### src/rtl/imem_access_arbiter_if.sv
// imem_access_arbiter_if: fetch, loader and memory-macro signals of the instruction memory arbiter.
interface imem_access_arbiter_if #(
  parameter int ADDR_W = 6
);
  logic              fetch_req_i;
  logic [31:0]       fetch_addr_i;
  logic              fetch_gnt_o;
  logic              fetch_rvalid_o;
  logic [31:0]       fetch_rdata_o;
  logic              fetch_err_o;
  logic              load_req_i;
  logic [31:0]       load_addr_i;
  logic [31:0]       load_wdata_i;
  logic              load_gnt_o;
  logic              mem_en_o;
  logic              mem_we_o;
  logic [ADDR_W-1:0] mem_addr_o;
  logic [31:0]       mem_wdata_o;
  logic [31:0]       mem_rdata_i;
  modport slave (
    input  fetch_req_i, fetch_addr_i, load_req_i, load_addr_i, load_wdata_i, mem_rdata_i,
    output fetch_gnt_o, fetch_rvalid_o, fetch_rdata_o, fetch_err_o, load_gnt_o,
           mem_en_o, mem_we_o, mem_addr_o, mem_wdata_o
  );
  modport master (
    output fetch_req_i, fetch_addr_i, load_req_i, load_addr_i, load_wdata_i, mem_rdata_i,
    input  fetch_gnt_o, fetch_rvalid_o, fetch_rdata_o, fetch_err_o, load_gnt_o,
           mem_en_o, mem_we_o, mem_addr_o, mem_wdata_o
  );
endinterface

### src/rtl/imem_access_arbiter.sv
// imem_access_arbiter: shares one sync-read instruction memory between fetch (read) and loader (write).
module imem_access_arbiter #(
  parameter int DEPTH     = 64,
  parameter int ADDR_W    = $clog2(DEPTH),
  parameter int MAX_BURST = 4
) (
  input logic                 clk_i,
  input logic                 rst_ni,
  imem_access_arbiter_if.slave bus
);
  localparam logic [31:0] NOP  = 32'h0000_0013;
  localparam logic [3:0]  MAXB = 4'(MAX_BURST);
  logic [3:0]        r_burst_cnt;
  logic              r_resp_pending;
  logic              r_resp_err;
  logic [ADDR_W-1:0] r_mem_addr;
  logic [31:0]       r_mem_wdata;
  logic              w_fetch_legal;
  logic              w_load_legal;
  logic              w_fetch_gnt;
  logic              w_load_gnt;
  logic              w_fetch_en;
  logic              w_load_en;
  logic [ADDR_W-1:0] w_mem_addr;
  logic [3:0]        w_burst_nxt;
  function automatic logic legal(input logic [31:0] a);
    return a[1:0] == 2'b00 && {2'b00, a[31:2]} < 32'(DEPTH);
  endfunction
  // Grants are forced low while reset is asserted, even with requests pending.
  always_comb begin
    w_fetch_legal = legal(bus.fetch_addr_i);
    w_load_legal  = legal(bus.load_addr_i);
    w_load_gnt    = rst_ni && bus.load_req_i && !(bus.fetch_req_i && r_burst_cnt == MAXB);
    w_fetch_gnt   = rst_ni && bus.fetch_req_i && !w_load_gnt;
    w_load_en     = w_load_gnt && w_load_legal;
    w_fetch_en    = w_fetch_gnt && w_fetch_legal;
    w_mem_addr    = w_load_en  ? bus.load_addr_i[ADDR_W+1:2] :
                    w_fetch_en ? bus.fetch_addr_i[ADDR_W+1:2] : r_mem_addr;
    w_burst_nxt   = (!bus.fetch_req_i || w_fetch_gnt) ? 4'd0 :
                    (w_load_gnt && r_burst_cnt < MAXB) ? r_burst_cnt + 4'd1 : r_burst_cnt;
  end
  always_ff @(posedge clk_i or negedge rst_ni) begin
    if (!rst_ni) begin
      r_burst_cnt    <= '0;
      r_resp_pending <= 1'b0;
      r_resp_err     <= 1'b0;
      r_mem_addr     <= '0;
      r_mem_wdata    <= '0;
    end else begin
      r_burst_cnt    <= w_burst_nxt;
      r_resp_pending <= w_fetch_gnt;
      r_resp_err     <= w_fetch_gnt && !w_fetch_legal;
      if (w_load_en || w_fetch_en) r_mem_addr <= w_mem_addr;
      if (w_load_en) r_mem_wdata <= bus.load_wdata_i;
    end
  end
  assign bus.fetch_gnt_o    = w_fetch_gnt;
  assign bus.load_gnt_o     = w_load_gnt;
  assign bus.mem_en_o       = w_load_en || w_fetch_en;
  assign bus.mem_we_o       = w_load_en;
  assign bus.mem_addr_o     = w_mem_addr;
  assign bus.mem_wdata_o    = w_load_en ? bus.load_wdata_i : r_mem_wdata;
  assign bus.fetch_rvalid_o = r_resp_pending;
  assign bus.fetch_err_o    = r_resp_err;
  assign bus.fetch_rdata_o  = !r_resp_pending ? 32'h0 : r_resp_err ? NOP : bus.mem_rdata_i;
endmodule

### src/flat_wrapper.sv
// flat-port wrapper written by rule: the top's interface ports become plain ports
module imem_access_arbiter_flat 
#(
  parameter int DEPTH     = 64,
  parameter int ADDR_W    = $clog2(DEPTH),
  parameter int MAX_BURST = 4
)
  (clk_i, rst_ni, bus_fetch_req_i, bus_fetch_addr_i, bus_load_req_i, bus_load_addr_i, bus_load_wdata_i, bus_mem_rdata_i, bus_fetch_gnt_o, bus_fetch_rvalid_o, bus_fetch_rdata_o, bus_fetch_err_o, bus_load_gnt_o, bus_mem_en_o, bus_mem_we_o, bus_mem_addr_o, bus_mem_wdata_o);
  imem_access_arbiter_if #(.ADDR_W(ADDR_W)) bus_i ();
  input logic clk_i;
  input logic rst_ni;
  input wire logic [$bits(bus_i.fetch_req_i)-1:0] bus_fetch_req_i;
  input wire logic [$bits(bus_i.fetch_addr_i)-1:0] bus_fetch_addr_i;
  input wire logic [$bits(bus_i.load_req_i)-1:0] bus_load_req_i;
  input wire logic [$bits(bus_i.load_addr_i)-1:0] bus_load_addr_i;
  input wire logic [$bits(bus_i.load_wdata_i)-1:0] bus_load_wdata_i;
  input wire logic [$bits(bus_i.mem_rdata_i)-1:0] bus_mem_rdata_i;
  output wire logic [$bits(bus_i.fetch_gnt_o)-1:0] bus_fetch_gnt_o;
  output wire logic [$bits(bus_i.fetch_rvalid_o)-1:0] bus_fetch_rvalid_o;
  output wire logic [$bits(bus_i.fetch_rdata_o)-1:0] bus_fetch_rdata_o;
  output wire logic [$bits(bus_i.fetch_err_o)-1:0] bus_fetch_err_o;
  output wire logic [$bits(bus_i.load_gnt_o)-1:0] bus_load_gnt_o;
  output wire logic [$bits(bus_i.mem_en_o)-1:0] bus_mem_en_o;
  output wire logic [$bits(bus_i.mem_we_o)-1:0] bus_mem_we_o;
  output wire logic [$bits(bus_i.mem_addr_o)-1:0] bus_mem_addr_o;
  output wire logic [$bits(bus_i.mem_wdata_o)-1:0] bus_mem_wdata_o;
  assign bus_i.fetch_req_i = bus_fetch_req_i;
  assign bus_i.fetch_addr_i = bus_fetch_addr_i;
  assign bus_i.load_req_i = bus_load_req_i;
  assign bus_i.load_addr_i = bus_load_addr_i;
  assign bus_i.load_wdata_i = bus_load_wdata_i;
  assign bus_i.mem_rdata_i = bus_mem_rdata_i;
  assign bus_fetch_gnt_o = bus_i.fetch_gnt_o;
  assign bus_fetch_rvalid_o = bus_i.fetch_rvalid_o;
  assign bus_fetch_rdata_o = bus_i.fetch_rdata_o;
  assign bus_fetch_err_o = bus_i.fetch_err_o;
  assign bus_load_gnt_o = bus_i.load_gnt_o;
  assign bus_mem_en_o = bus_i.mem_en_o;
  assign bus_mem_we_o = bus_i.mem_we_o;
  assign bus_mem_addr_o = bus_i.mem_addr_o;
  assign bus_mem_wdata_o = bus_i.mem_wdata_o;
  imem_access_arbiter #(.DEPTH(DEPTH), .ADDR_W(ADDR_W), .MAX_BURST(MAX_BURST)) u_core (.clk_i(clk_i), .rst_ni(rst_ni), .bus(bus_i));
endmodule
### config.mk
export PLATFORM = sky130hd
export DESIGN_NAME = imem_access_arbiter_flat
export DESIGN_NICKNAME = d
export VERILOG_FILES = /design/src/rtl/imem_access_arbiter_if.sv /design/src/rtl/imem_access_arbiter.sv /design/src/flat_wrapper.sv
export SDC_FILE = /design/constraint.sdc
export NUM_CORES = 1
export LEC_CHECK = 0
export ABC_AREA = 1
export CAP_MARGIN = 20
export CELL_PAD_IN_SITES_DETAIL_PLACEMENT = 0
export CELL_PAD_IN_SITES_GLOBAL_PLACEMENT = 2
export CORE_UTILIZATION = 13
export CTS_BUF_LIST = sky130_fd_sc_hd__clkbuf_4
export CTS_CLUSTER_DIAMETER = 50
export CTS_CLUSTER_SIZE = 30
export DETAILED_ROUTE_END_ITERATION = 6
export PLACE_DENSITY = 0.74
export SLEW_MARGIN = 5
export SYNTH_ARGS = -nofsm -noshare
export SYNTH_HDL_FRONTEND = slang
export SYNTH_SLANG_ARGS = --single-unit
### constraint.sdc
create_clock -name clk_i -period 1.8 [get_ports clk_i]
set_input_delay 0.36 -clock clk_i [delete_from_list [all_inputs] [get_ports clk_i]]
set_output_delay 0.36 -clock clk_i [all_outputs]
set_load 0.005 [all_outputs]
==> results.sh, run 1 <==
export IMPL_dpl_cell_count=804
export IMPL_cts_root_buf="clkbuf_4"
export IMPL_wirelength_um=11600
export IMPL_yosysWarnings=0
export IMPL_avgSynthCellArea_um2=6.929
export IMPL_netSwitchingPower_mw=0.5357
export IMPL_cts_num_sinks=44
export IMPL_core_area_mm2=0.01748
export IMPL_worst_pin_slew_ns=0.5417
export IMPL_die_w_um=136.6
export IMPL_row_count=48
export IMPL_drv_cap=0
export IMPL_portBuffers=207
export IMPL_hold_path_class="in2async"
export IMPL_pwr_share_seq_pct=45.5
export IMPL_vias=3314
export IMPL_clk_pin_slew_ns=0.14
export IMPL_crit_family="buffers and inverters"
export IMPL_layout_area_overhead_vs_synth_pct=175.9
export IMPL_maxSlewHeadroom_pct=63.89
export IMPL_critPathMaxFanout=5
export IMPL_dpl_worst_slack_ns=-0.9782
export IMPL_grt_pass1_wl_um=16910
export IMPL_drive_gt1_share_pct=52.53
export IMPL_crit_buf_inv=8
export IMPL_yosysTopAreaCellShare_pct=46.73
export IMPL_r2r_end="u_core.r_mem_wdata[22]"
export IMPL_period_share_pct=134.8
export IMPL_p_leak_nw=3.390
export IMPL_peakVddDrop_uv=215.9
export IMPL_syn_nets=474
export IMPL_layout_nets=786
export IMPL_synth_area_leader_cell="dfrtp_1"
export IMPL_drt_iter0_markers=85
export IMPL_p_sw_share_pct=24.48
export IMPL_drv_slew=0
export IMPL_comb_power_share_pct=25.6
export IMPL_yosys_top_cells_area="dfrtp_1 (47%), nand2_1 (20%), nor2_1 (11%)"
export IMPL_die_area_mm2=0.01867
export IMPL_globalplace_congestion=0.7418
export IMPL_start_kind="flop"
export IMPL_reg2reg_depth=15
export IMPL_whs_ns=0.1444
export IMPL_synth_cells=340
export IMPL_ant_nets=0
export IMPL_place_detailed_hpwl_um=7667
export IMPL_drc=0
export IMPL_timing_rr_start="u_core.r_burst_cnt[1]"
export IMPL_io_pins=208
export IMPL_min_period_ns=2.427
export IMPL_wire_per_inst_um=13.20
export IMPL_reg2reg_slack_ns=-0.13
export IMPL_clk_latency_ns=0.36
export IMPL_worstPathArrival_ns=2.07
export IMPL_powerDensity_mw_per_mm2=336.6
export IMPL_path_cells="inv_2, ha_4, nand4_1, nand3_2, inv_2, nand2_2, buf_6, inv_8, buf_12, buf_12, buf_6, nand2_4, nand2_2, buf_2"
export IMPL_path_class="reg2out"
export IMPL_violations="setup timing"
export IMPL_final_cell_count_no_fill=879
export IMPL_synthesis_area_mm2=0.002356
export IMPL_crit_path_top_delay_cell="dfrtp_1"
export IMPL_rsz0062_at_grt="true"
export IMPL_first_pass_iters=4
export IMPL_post_drt_via_cell_ratio=3.770
export IMPL_status="finished, violations left"
export IMPL_crit_path_end_kind="primary output"
export IMPL_fin_ws_ns=-0.6267
export IMPL_clock_skew_ns=0.008126
export IMPL_slowest_delay_ns=0.42
export IMPL_ys_ff_latch=44
export IMPL_clkPwrFrac_pct=28.9
export IMPL_start_util_pct=13.48
export IMPL_cts_made_buffers=5
export IMPL_antenna_found_initial=0
export IMPL_ys_types=20
export IMPL_h_tree_depth=2
export IMPL_setup_violations=76
export IMPL_grt_max_degree=41
export IMPL_gr_total_overflow=0
export IMPL_grt_pass1_vias=3535
export IMPL_finalHoldViolCount=0
export IMPL_grtUsageTotal_pct=11.82
export IMPL_clock_path_buffers=2
export IMPL_cts_tree="yes"
export IMPL_p_int_mw=1.653
export IMPL_crit_required_ns=1.44
export IMPL_die_h_um=136.6
export IMPL_yosysSeqAreaShare_pct=46.73
export IMPL_clock_fmax_ghz=0.4121
-- per-stage QoR --
step	TNS (ns)	util (%)	power [mW]	area [µm²]
2_1_floorplan	0	-	1.079	2356
3_3_place_gp	-45.95	28.44	1.466	4970
3_5_place_dp	-46.41	28.44	1.468	4970
4_1_cts	-30.67	34.09	2.182	5958
5_1_grt	-37.05	37.19	2.309	6499
6_report	-26.64	37.20	2.188	6501
-- timing repair --
action	in CTS	in global routing
buffers inserted	62	30
hold buffers	1	0
endpoints found under the hold margin	4	0
pin swaps	34	44
endpoints found under the setup margin	79	96
cloned	10	0
gates resized for setup	454	172
-- worst register-to-register path, cell delays in order, from the launching register on --
cell and delay [ns]:
dfrtp_1 0.42, inv_2 0.09, ha_4 0.13, nand4_1 0.10
nand3_2 0.10, inv_2 0.05, nand2_2 0.08, buf_6 0.12
inv_8 0.04, buf_12 0.14, buf_12 0.13, nand2_2 0.05
nand2_2 0.05, buf_4 0.12, buf_4 0.12, buf_4 0.11
-- worst max-delay path by stage --
stage          cells past startpoint             startpoint                   to
2_1_floorplan                      7  u_core.r_burst_cnt[0]    bus_mem_addr_o[0]
3_3_place_gp                       9   bus_fetch_addr_i[31]    bus_mem_addr_o[3]
3_5_place_dp                       9   bus_fetch_addr_i[31]    bus_mem_addr_o[3]
4_1_cts                           13  u_core.r_burst_cnt[0]  bus_mem_wdata_o[30]
5_1_grt                           14  u_core.r_burst_cnt[1]  bus_mem_wdata_o[17]
6_report                          14  u_core.r_burst_cnt[1]  bus_mem_wdata_o[17]
-- sequential cells by signal, indices dropped and copies added, names as in the netlist --
name,flops
u_core.r_mem_wdata,32
u_core.r_mem_addr,6
u_core.r_burst_cnt,4
u_core.bus.fetch_err_o,1
u_core.bus.fetch_rvalid_o,1
-- cell usage in the layout, fill, tap and decap left out, types with 2 or more instances in the layout --
cell | Yosys | final
buf_12 | 0 | 8
buf_16 | 0 | 9
buf_2 | 0 | 49
buf_4 | 0 | 40
buf_6 | 5 | 73
buf_8 | 0 | 4
clkbuf_4 | 0 | 5
clkdlybuf4s50_1 | 0 | 109
dfrtp_1 | 44 | 44
dlygate4sd2_1 | 0 | 18
dlymetal6s2s_1 | 0 | 4
inv_1 | 45 | 36
inv_2 | 1 | 9
nand2_1 | 127 | 40
nand2_2 | 10 | 54
nand2_4 | 0 | 42
nand3_1 | 19 | 7
nand3_2 | 0 | 12
nand4_1 | 2 | 2
nor2_1 | 67 | 39
nor2_2 | 1 | 7
nor2_4 | 1 | 23
o21ai_0 | 3 | 3
-- synth_stat cells --
master and count:
a21oi_2 1, and2_0 2, buf_6 5, clkbuf_1 5, dfrtp_1 44, ha_1 2
inv_1 45, inv_2 1, nand2_1 127, nand2_2 10, nand3_1 19, nand4_1 2
nor2_1 67, nor2_2 1, nor2_4 1, nor3_1 1, o21ai_0 3, or2_0 1
or2_1 1, or2_2 2
-- routing by layer --
metal	part of all wire, %	track usage, %
met5	0	0
met4	1.0	2.716
met3	7.3	2.222
met2	57	24.99
met1	35	11.41
-- kinds of logic (layout without fill, tap and decap cells) --
logic type | Yosys count | count (layout) | synth area share [%]
AOI/OAI and AO/OA | 4 | 4 | 1.009
adders and majority gates | 2 | 2 | 1.062
buffers and inverters | 56 | 369 | 10.51
DFF | 44 | 44 | 46.73
other | 0 | 1 | 0
and+or+nand+nor | 234 | 234 | 40.68
-- power by group through the flow --
| stage | sequential (mW) | combinational, mW | clock [mW] |
|---|---|---|---|
| detailed placement | 1.01 | 0.454 | 0 |
| CTS | 0.996 | 0.517 | 0.670 |
| global placement | 1.01 | 0.452 | 0 |
| finish | 0.996 | 0.561 | 0.631 |
| global route | 0.997 | 0.608 | 0.705 |
| floorplan | 1.01 | 0.0642 | 0 |
-- layout make-up --
| type | instances | area, µm² |
|---|---|---|
| diodes | 1 | 2.502 |
| fillers | 1770 | 10980 |
| clock buffers | 5 | 37.54 |
| multi-input cells | 240 | 1712 |
| clock inverters | 3 | 42.54 |
| inverters | 46 | 180.2 |
| flip-flops and latches | 44 | 1101 |
| repair buffers | 315 | 3144 |
| well taps | 225 | 281.5 |
No activity file was read; power rests on OpenSTA's default activity.
==> inputs of run 2 (changes only) <==
- GPL_TIMING_DRIVEN: default -> 0
- REMOVE_ABC_BUFFERS: default -> 1
==> results.sh, run 2 (same netlist as run 1, synthesis figures left out) <==
export IMPL_largest_reg_flops=32
export IMPL_reg_top3="u_core.r_mem_wdata (32), u_core.r_mem_addr (6), u_core.r_burst_cnt (4)"
export IMPL_rsz0062_at_grt="true"
export IMPL_start_kind="primary input"
export IMPL_peakVddDrop_uv=244.3
export IMPL_gr_total_overflow=0
export IMPL_portBuffers=207
export IMPL_vias=3447
export IMPL_row_count=48
export IMPL_crit_required_ns=1.44
export IMPL_grtUsageTotal_pct=13.40
export IMPL_nFillCells=1750
export IMPL_h_tree_depth=2
export IMPL_cts_num_sinks=44
export IMPL_finalHoldViolCount=0
export IMPL_globalplace_congestion=0.7674
export IMPL_met3_usage_pct=2.481
export IMPL_layout_common_cells="clkdlybuf4s50_1 (107), buf_6 (107), nand2_1 (69)"
export IMPL_drc=0
export IMPL_drv_cap=0
export IMPL_status="finished, violations left"
export IMPL_clk_latency_ns=0.37
export IMPL_worstPathArrival_ns=2.04
export IMPL_fin_ws_ns=-0.6042
export IMPL_critPathMaxFanout=7
export IMPL_first_pass_iters=4
export IMPL_antenna_found_initial=0
export IMPL_violations="setup timing"
export IMPL_place_detailed_hpwl_um=7276
export IMPL_hold_path_class="in2async"
export IMPL_use_met2_pct=26.11
export IMPL_regMostFlops="u_core.r_mem_wdata"
export IMPL_diodes=0
export IMPL_wirelength_um=12690
export IMPL_post_drt_via_cell_ratio=3.755
export IMPL_min_period_ns=2.404
export IMPL_grt_pass1_wl_um=18760
export IMPL_final_cell_area_mm2=0.006439
export IMPL_place_area_mm2=0.004649
export IMPL_clk_pin_slew_ns=0.16
export IMPL_wire_per_inst_um=13.83
export IMPL_worst_pin_slew_ns=0.3674
export IMPL_gr_usage_met1_pct=14.69
export IMPL_dpl_cell_count=763
export IMPL_clock_skew_ns=0.01895
export IMPL_io_pins=208
export IMPL_drt_iter0_markers=72
export IMPL_finalPower_mw=2.220
export IMPL_die_w_um=136.6
export IMPL_ant_nets=0
export IMPL_core_area_mm2=0.01748
export IMPL_drv_slew=0
export IMPL_fin_setup_tns_ns=-27.49
export IMPL_powerDensity_mw_per_mm2=344.9
export IMPL_setup_violations=79
export IMPL_crit_path_end_kind="primary output"
export IMPL_p_leak_nw=3.354
export IMPL_cts_made_buffers=5
export IMPL_die_h_um=136.6
export IMPL_cts_root_buf="clkbuf_4"
export IMPL_grt_max_degree=23
export IMPL_layout_nets=826
export IMPL_cts_tree="yes"
export IMPL_top_usage_layer="met2"
export IMPL_maxSlewHeadroom_pct=75.51
export IMPL_path_class="in2out"
export IMPL_drive_gt1_share_pct=49.35
export IMPL_period_share_pct=133.6
export IMPL_start_util_pct=13.48
export IMPL_clock_fmax_ghz=0.4159
export IMPL_clock_path_buffers=2
export IMPL_grt_pass1_vias=3557
export IMPL_die_area_mm2=0.01867
export IMPL_layout_area_overhead_vs_synth_pct=173.3
export IMPL_reg2reg_depth=17
export IMPL_final_cell_count_no_fill=918
run 2: cell type report:
type                            instances  area [µm²]  share of cell area [%]
Clock buffer                            6       45.04                  0.6996
Clock inverter                          2       35.03                  0.5441
Inverter                               46       193.9                   3.012
Multi-Input combinational cell        249        1475                   22.91
Sequential cell                        44        1102                   17.12
Tap cell                              225       281.5                   4.372
Timing Repair Buffer                  343        3267                   50.74
Timing Repair inverter                  3       38.79                  0.6024
run 2: worst max-delay path, stage by stage:
cell and delay [ns]:
clkdlybuf4s50_1 0.40, nor2_1 0.09, and2_1 0.14, nand2_2 0.09, nor2_4 0.14, buf_6 0.14
nand2_8 0.14, inv_8 0.11, buf_6 0.09, buf_6 0.08, nand2_2 0.04, nand2_1 0.08
buf_2 0.12
run 2: timing repair:
| item | 4_1_cts | 5_1_grt |
|---|---|---|
| pin swaps | 77 | 21 |
| endpoints found under the hold margin | 22 | 6 |
| buffers inserted | 151 | 13 |
| hold buffers | 2 | 1 |
| cloned | 12 | 0 |
| endpoints found under the setup margin | 112 | 84 |
| resized for setup | 526 | 47 |
run 2: metal layers:
metal / share of wire [%] / vias up
met4: 1.7 / 0
li1: - / 1721
met3: 6.1 / 12
met5: 0 / -
met2: 55 / 115
met1: 38 / 1599
run 2: power breakdown:
part / internal [mW] / switching (mW)
logic: 0.369 / 0.188
clock network: 0.307 / 0.360
registers: 0.993 / 0.00342
total: 1.67 / 0.551
run 2: worst paths after layout:
kind	startpoint	to	slack [ns]
max in group asynchronous	rst_ni	u_core.r_mem_wdata[6]	0.94
hold reg to reg	u_core.r_burst_cnt[3]	u_core.r_burst_cnt[3]	0.49
min in group clk_i	u_core.r_burst_cnt[3]	u_core.r_burst_cnt[3]	0.49
hold / removal	rst_ni	u_core.r_mem_wdata[26]	0.41
setup / recovery	bus_load_addr_i[30]	bus_mem_wdata_o[16]	-0.60
setup reg to reg	u_core.r_burst_cnt[1]	u_core.r_mem_wdata[12]	-0.47
run 2: per-stage QoR:
step	setup WS (ns)	hold WS (ns)	utilization (%)
floorplan	-0.4464	0.06441	-
global placement	-3.703	0.4496	26.52
detailed placement	-2.118	0.3977	26.60
CTS	-0.5975	0.004660	35.72
global route	-0.7377	0.3742	36.84
finish	-0.6042	0.4062	36.84
